==> src/rtl/submdl_rotseq_pkg.sv <==
// Shared definitions for the rotation sequencer and its position counter.
// Build option: ROT20_CHECK_EN adds the phase-vector fault flag o_ERR.
package submdl_rotseq_pkg;

    localparam int LOOP_LEN_DEF = 2053;
    localparam int PH_LAST      = 19;
    localparam int PH_NUM       = PH_LAST + 1;
    localparam int CNT_W        = 12;

    typedef enum logic [1:0] {
        ST_IDLE  = 2'd0,
        ST_SPIN  = 2'd1,
        ST_DRAIN = 2'd2
    } state_t;

    // True when the active-low phase vector has two or more zeros.
    function automatic logic multi_zero(input logic [PH_LAST:0] vec_n);
        logic [PH_LAST:0] low;
        low = ~vec_n;
        return (low & (low - PH_NUM'(1))) != '0;
    endfunction

endpackage

==> src/rtl/submdl_rotseq_poscnt.sv <==
// Modulo-LEN position counter with increment enable and synchronous clear.
// Also used by the page-address logic.
module submdl_rotseq_poscnt
    import submdl_rotseq_pkg::*;
#(
    parameter int LEN = LOOP_LEN_DEF,
    parameter int W   = CNT_W
) (
    input  logic         clk_i,
    input  logic         clr_i,
    input  logic         inc_i,
    output logic [W-1:0] pos_o
);

    logic [W-1:0] pos_q;
    logic [W-1:0] pos_d;

    // Next position: advance by one, wrapping LEN-1 back to zero.
    always_comb begin
        pos_d = pos_q;
        if (inc_i) begin
            pos_d = (pos_q == W'(LEN - 1)) ? '0 : pos_q + W'(1);
        end
    end

    // Position register; clear wins over increment.
    always_ff @(posedge clk_i) begin
        if (clr_i) begin
            pos_q <= '0;
        end else begin
            pos_q <= pos_d;
        end
    end

    assign pos_o = pos_q;

endmodule

==> src/rtl/submdl_rotseq.sv <==
// Rotation sequencer behind the 20-phase field generator: runs the field for
// N whole rotations, tracks the loop position and emits replicate/swap strobes.
// Build option: ROT20_CHECK_EN adds the sticky phase-vector fault flag o_ERR.
//
//   state    | meaning
//   ---------+---------------------------------------------------------------
//   ST_IDLE  | field held stopped; accepts START once the ring is empty
//   ST_SPIN  | field rotating; rem counts rotations still to complete
//   ST_DRAIN | final ph 19 passed; wait for the generator ring to empty
module submdl_rotseq
    import submdl_rotseq_pkg::*;
#(
    parameter int LOOP_LEN = LOOP_LEN_DEF,
    parameter int REPL_PH  = 4,
    parameter int SWAP_PH  = 12
) (
    input  logic              i_CLK,
    input  logic              i_RST,
    input  logic              i_CEN_n,
    input  logic [PH_LAST:0]  i_ROT20_n,
    input  logic              i_START,
    input  logic [CNT_W-1:0]  i_NROT,
    input  logic [CNT_W-1:0]  i_REPL_POS,
    input  logic [CNT_W-1:0]  i_SWAP_POS,
    output logic              o_STOP,
    output logic              o_READY,
    output logic              o_DONE,
    output logic [CNT_W-1:0]  o_POS,
    output logic              o_REPL_n,
`ifdef ROT20_CHECK_EN
    output logic              o_SWAP_n,
    output logic              o_ERR
`else
    output logic              o_SWAP_n
`endif
);

    state_t           state_q;
    logic [CNT_W-1:0] rem_q;
    logic             done_q;
    logic             repl_n_q;
    logic             swap_n_q;

    logic cen;
    logic empty;
    logic ph_last;
    logic pos_inc;

    assign cen     = ~i_CEN_n;
    assign empty   = &i_ROT20_n;
    assign ph_last = ~i_ROT20_n[PH_LAST];
    assign o_READY = (state_q == ST_IDLE) && empty;

    // STOP decode. In SPIN it is qualified with a non-empty ring: a one-rotation
    // run enters SPIN with rem==1 while the ring is still empty, and holding
    // STOP there would keep the generator from ever launching ph 0.
    always_comb begin
        o_STOP = 1'b1;
        case (state_q)
            ST_SPIN: o_STOP = (rem_q == CNT_W'(1)) && !empty;
            default: o_STOP = 1'b1;
        endcase
    end

    assign pos_inc = cen && (state_q == ST_SPIN) && ph_last;

    submdl_rotseq_poscnt #(
        .LEN (LOOP_LEN),
        .W   (CNT_W)
    ) u_poscnt (
        .clk_i (i_CLK),
        .clr_i (i_RST),
        .inc_i (pos_inc),
        .pos_o (o_POS)
    );

    // Run-control FSM with registered DONE and strobe outputs.
    always_ff @(posedge i_CLK) begin
        if (i_RST) begin
            state_q  <= ST_IDLE;
            rem_q    <= '0;
            done_q   <= 1'b0;
            repl_n_q <= 1'b1;
            swap_n_q <= 1'b1;
        end else if (cen) begin
            done_q   <= 1'b0;
            repl_n_q <= ~((state_q == ST_SPIN) && !i_ROT20_n[REPL_PH] &&
                          (o_POS == i_REPL_POS));
            swap_n_q <= ~((state_q == ST_SPIN) && !i_ROT20_n[SWAP_PH] &&
                          (o_POS == i_SWAP_POS));
            case (state_q)
                ST_IDLE: begin
                    if (i_START && o_READY) begin
                        if (i_NROT != '0) begin
                            rem_q   <= i_NROT;
                            state_q <= ST_SPIN;
                        end else begin
                            done_q <= 1'b1;
                        end
                    end
                end
                ST_SPIN: begin
                    if (ph_last) begin
                        rem_q <= rem_q - CNT_W'(1);
                        if (rem_q == CNT_W'(1)) begin
                            state_q <= ST_DRAIN;
                        end
                    end
                end
                ST_DRAIN: begin
                    if (empty) begin
                        state_q <= ST_IDLE;
                        done_q  <= 1'b1;
                    end
                end
                default: state_q <= ST_IDLE;
            endcase
        end
    end

    assign o_DONE   = done_q;
    assign o_REPL_n = repl_n_q;
    assign o_SWAP_n = swap_n_q;

`ifdef ROT20_CHECK_EN
    logic err_q;

    // Sticky fault: more than one phase active on any enabled cycle.
    always_ff @(posedge i_CLK) begin
        if (i_RST) begin
            err_q <= 1'b0;
        end else if (cen && multi_zero(i_ROT20_n)) begin
            err_q <= 1'b1;
        end
    end

    assign o_ERR = err_q;
`endif

endmodule

==> config.mk <==
export PLATFORM = sky130hd
export DESIGN_NAME = submdl_rotseq
export DESIGN_NICKNAME = d
export VERILOG_FILES = /design/src/rtl/submdl_rotseq_pkg.sv /design/src/rtl/submdl_rotseq_poscnt.sv /design/src/rtl/submdl_rotseq.sv
export SDC_FILE = /design/constraint.sdc
export NUM_CORES = 1
export LEC_CHECK = 0
export CORE_ASPECT_RATIO = 0.5
export CORE_MARGIN = 2
export CORE_UTILIZATION = 35
export DETAILED_ROUTE_END_ITERATION = 8
export PLACE_DENSITY_LB_ADDON = 0.25
export SLEW_MARGIN = 5
export SYNTH_ARGS = -nofsm -noshare
export SYNTH_HDL_FRONTEND = slang
export SYNTH_SLANG_ARGS = --single-unit
==> constraint.sdc <==
create_clock -name i_CLK -period 2.6 [get_ports i_CLK]
set_input_delay 0.65 -clock i_CLK [delete_from_list [all_inputs] [get_ports i_CLK]]
set_output_delay 0.65 -clock i_CLK [all_outputs]
set_load 0.02 [all_outputs]
# Word level (Yosys, flattened, before mapping)
# Index checks and enable logic that the tools add are counted.
totals:
  register_bits: 29
  in_bits: 60
  output_inout_bits: 17
  word_cells: 57
op_classes:
  addsub: 2
  n_eq_ne: 11
  mux: 16
  bitwise_logic: 4
  reduce_logical: 18
op_table:
  columns: ["cell", "n"]
  rows:
  - ["$mux 12", 4]
  - ["$eq 12x12->1", 2]
  - ["$pmux 12 s2", 1]
  - ["$reduce_and 20->1", 1]
  - ["$add 12x1->12 const B", 1]
  - ["$eq 12x1->1 const B", 1]
  - ["$eq 12x12->1 const B", 1]
  - ["$reduce_bool 12->1", 1]
  - ["$sub 12x1->12 const B", 1]
  - ["$mux 2", 5]
  - ["$logic_and 1x1->1", 9]
  - ["$ne 2x1->1 const B", 3]
  - ["$pmux 2 s3", 1]
  - ["$reduce_and 6->1", 1]
  - ["$reduce_and 5->1", 1]
  - ["$mux 1", 4]
  - ["$ne 2x2->1 const B", 2]
  - ["$not 1->1", 4]
  - ["$logic_not 1->1", 3]
  - ["$eq 2x1->1 const B", 1]
  - ["$eq 2x2->1 const B", 1]
  - ["$logic_not 2->1", 1]
  - ["$pmux 1 s2", 1]
  - ["$reduce_bool 2->1", 1]

# Longest topological paths before layout
logic_depth:
  ltp_word: 5
  depth_mapped: 8
  depth_no_buf: 7

# By module
# A second synthesis with hierarchy kept.
hier_totals:
  cells_unflattened: 254
  hier_area_um2: 2140.8
modules_own_cells:
  columns: ["mod", "instances", "cells_each", "area_each_um2"]
  rows:
  - ["submdl_rotseq", 1, 187, 1529.0]
  - ["submdl_rotseq_poscnt", 1, 67, 611.8]

# Worst setup path before layout
# No wires, ideal clock.
synth_path:
  path_type: "input-to-output"
  startpoint: "input i_ROT20_n[18]"
  endpoint: "output o_READY"
  t_arrival_ns: 1.504
  t_required_ns: 1.950
  setup_slack_ns: 0.446
  path_stages: 4
  path_buffers: 0
  path_cell_list: "nand4_1 -> nor3_1 -> nand2_1 -> nor2_1"
synth_between:
  elab_chain_cells: 2
synth_rtl:
  columns: ["item", "line_no", "text"]
  rows:
  - ["start: declaration", "submdl_rotseq.sv:20", "input logic [PH_LAST:0] i_ROT20_n,"]
  - ["$reduce_and 20->1", "submdl_rotseq.sv:50", "assign empty = &i_ROT20_n;"]
  - ["$logic_and 1x1->1", "submdl_rotseq.sv:52", "assign o_READY = (state_q == ST_IDLE) && empty;"]
  - ["end: declaration", "submdl_rotseq.sv:26", "output logic o_READY,"]
# No other way between the ends.

# Worst setup path in the final report
layout_path:
  startpoint: "input i_ROT20_n[12]"
  endpoint: "output o_STOP"
layout_between:
  elab_chain_cells: 4
layout_rtl:
  columns: ["item", "line_no", "text"]
  rows:
  - ["$reduce_and 20->1", "submdl_rotseq.sv:50", null]
  - ["$logic_not 1->1", "submdl_rotseq.sv:60", "ST_SPIN: o_STOP = (rem_q == CNT_W'(1)) && !empty;"]
  - ["$logic_and 1x1->1", "submdl_rotseq.sv:60", null]
  - ["$mux 1", "submdl_rotseq.sv:59", "case (state_q)"]
  - ["end: declaration", "submdl_rotseq.sv:25", "output logic o_STOP,"]
# No other way between the ends.

==> summary.txt <==
Cells and area
  – Most common cell after layout, fill and taps aside: clkdlybuf4s50_1
  – Area grow syn2layout: 54.7%
  – Diodes inserted: 0
  – Net count, final: 416
  – Most frequent cells in the layout: clkdlybuf4s50_1, dfxtp_1, buf_4
  – Layout cells sized above 1: 12.5%
  – Fillers: 517
  – Non-Filler Instances: 425

Timing
  – Setup ws final: 94.0 ps
  – Slew @ Worst Pin: 616 ps
  – Crit path time final: 2510 ps
  – Fmax: 0.399 GHz
  – Max_slew headroom: 58.9%
  – Final setup viols: 0
  – Final clock period utilization by the worst path: 96.4%
  – Final hold violation count: 0
  – Clock skew: 5.21 ps
  – Final Max Slew Viols: 0
  – RSZ-0062 raised after global routing: false

Pwr
  – P_int: 0.000923 W
  – Sequential power share: 38.2%
  – Clk pwr share: 48.6%
  – Maximum VDD drop: 0.000202 V
  – Fraction of power spent switching nets: 21.0%
  – Leak Pwr: 1.17 nW
  – Combinational power share: 13.2%
  – PwrDens: 369 nW/um^2
  – Switching power: 0.000245 W

Clock network
  – Bufs on Longest Clock Path: 2
  – H-tree Lvls: 2
  – Clock root buffer: clkbuf_16
  – Worst-path clk slew: 50 ps
  – CTS sink count: 29
  – CTS tree: done
  – Number of buffers created by CTS: 5
  – Worst skew pair latency: 280 ps

Route
  – Vias/cell: 5.41
  – Total wire length: 6.37 mm
  – Wire length per cell: 15.0 um
  – DRC errors left: 0
  – Iter 0 DRT Violations: 99
  – TritonRoute pass-1 iters: 4
  – Via count of the routed design: 2299
  – Post-DRT Antenna Nets: 0

Die
  – Die width: 112 um
  – Die Area: 6500 sq um
  – Die Span Y: 58.0 um
  – Row Count: 19
  – Core area: 5560 sq um
  – Initial Utilization: 36.7%
  – Io pins: 77

GRT
  – Overall Global Routing Usage: 20.1%
  – First-pass GRT wire length: 10.3 mm
  – Vias in the first global route: 2288
  – Pin count of the biggest net entering global routing: 18
  – Total grt overflow: 0
  – Initial antenna violation count: 0

Synthesis
  – EDFF count, synth: 0
  – Async SR Flop Fraction: 0%
  – #FFs+latches synth: 29
  – Synthesized area per cell: 7.80 sq um
  – Ys flop type: dfxtp_1
  – Post-synthesis cell type count: 42
  – Seq/Total Area, Yosys: 28.4%
  – Synth Instances: 262
  – Post-Syn Area: 2040 sq um
  – Yosys warns: 0
  – Net Count, Synth: 326

Critical path
  – CP peak stage delay: 490 ps
  – WS Path Type: input port to output pin
  – CP dominant cell by count: nand2_1
  – CP Data Required Time: 1950 ps
  – Worst setup EP type: output pin
  – Worst path cell trace: clkdlybuf4s50_1, nand4_1, nor3_2, nand2_1, nand2_1, nand2_1, buf_2
  – Slowest-stage cell, CP: clkdlybuf4s50_1
  – CP top delay family: buffers and inverters
  – CP max FO: 3
  – Crit path DAT: 1860 ps
  – Kind of start point of the critical path: input port
  – Worst path bufs/invs: 2

Status
  – Status: finished, final reports clean

Placement
  – Gpl congestion: 0.858
  – PortBufs: 76
  – Placed wire-length estimate: 4.90 mm
  – Placed cells: 417
  – Pre-CTS WS: -395 ps

Job
  – Max cap viols: 0

Hold path
  – Worst hold path class: flop to flop
[worst min-delay path, delay by kind of cell, from the launching register on]
kind	cells	cell delay, ps
AO/OA/AOI/OAI	2	110
flip-flops	1	310
[cell families (layout without fill, tap and decap cells)]
logic type	count (synthesis)	count (layout)	share of synthesized area (%)
DFF	29	29	28.4
adders and majority gates	4	4	2.45
AOI/OAI and AO/OA	59	59	18.9
xor gates and xnor gates	33	33	14.1
buffers and inverters	27	117	5.45
and+or+nand+nor	110	110	30.7
[final cells by class]
class	count	area [sq um]	area share, %
Inverter	6	22.5	0.712
Multi-Input combinational cell	206	1360	42.9
Tap cell	73	91.3	2.89
Clock buffer	7	143	4.51
Timing Repair Buffer	104	968	30.6
Sequential cell	29	581	18.4
[cells in the mapped netlist, types with 2 or more instances]
master,n,share of area [%]
a21oi_1,20,4.9
xnor2_1,15,6.4
clkbuf_1,15,2.8
a31oi_1,2,0.61
or2_2,2,0.61
or4_1,7,2.6
dfxtp_1,29,28
xor2_1,18,7.7
inv_1,6,1.1
nand3_1,8,2.0
a211o_1,2,0.86
ha_1,4,2.4
o21ai_0,7,1.7
a2111oi_0,4,1.7
o211ai_1,2,0.73
o21bai_1,4,1.5
buf_2,5,1.2
nand2_1,17,3.1
nor2_1,22,4.0
nor4_1,7,2.1
nor3b_1,2,0.73
and3_1,2,0.61
o31ai_1,9,3.3
nand4_1,14,4.3
o311ai_0,4,1.7
nor3_1,10,2.4
or3_1,5,1.5
nor2b_1,3,0.92
and2_1,4,1.2
[flip-flops by register name, summed over array words and instances, names as in the netlist]
name and flops:
o_DONE 1, o_SWAP_n 1, u_poscnt.pos_o 12, o_REPL_n 1, state_q 2, rem_q 12
[what timing repair did]
item	4_1_cts	5_1_grt
setup endpoints to repair	2	2
hold buffers	0	0
buffers inserted	0	1
pin swaps	0	3
resized for setup	8	4
[stage by stage]
stage | TNS, ps | instance area [sq um] | hold slack [ps] | total power (W) | util [%]
3_5_place_dp | -719 | 3010 | 465 | 0.000608 | 54.1
3_3_place_gp | -621 | 3010 | 448 | 0.000605 | 54.1
4_1_cts | 0 | 3150 | 475 | 0.00118 | 56.7
6_report | 0 | 3160 | 474 | 0.00117 | 56.8
5_1_grt | 0 | 3160 | 507 | 0.00121 | 56.8
2_1_floorplan | 0 | 2040 | 453 | 0.000492 | -
[per-layer routing]
layer	vias to the layer above	track usage, %	part of all wire, %
met2	76	35.3	49
met1	1075	24.2	44
met4	0	8.19	1.5
li1	1136	-	-
met3	12	5.02	5.9
met5	-	0	0
[worst paths after layout]
check	start	slack, ps	cells past startpoint	to
max	i_ROT20_n[12]	90	7	o_STOP
min	rem_q[9]	470	2	rem_q[9]
max reg2reg	rem_q[1]	450	8	state_q[0]
min reg2reg	rem_q[9]	470	2	rem_q[9]
[power by group through the flow]
| stage | logic (W) | registers, W | clock network [W] |
|---|---|---|---|
| after CTS | 0.000155 | 0.000445 | 0.000583 |
| final | 0.000154 | 0.000445 | 0.000568 |
| after global routing | 0.000164 | 0.000445 | 0.000599 |
| after global placement | 0.000151 | 0.000454 | 0 |
| after floorplan | 0.0000382 | 0.000454 | 0 |
| after detailed placement | 0.000154 | 0.000454 | 0 |
No activity file was read; power rests on OpenSTA's default activity.
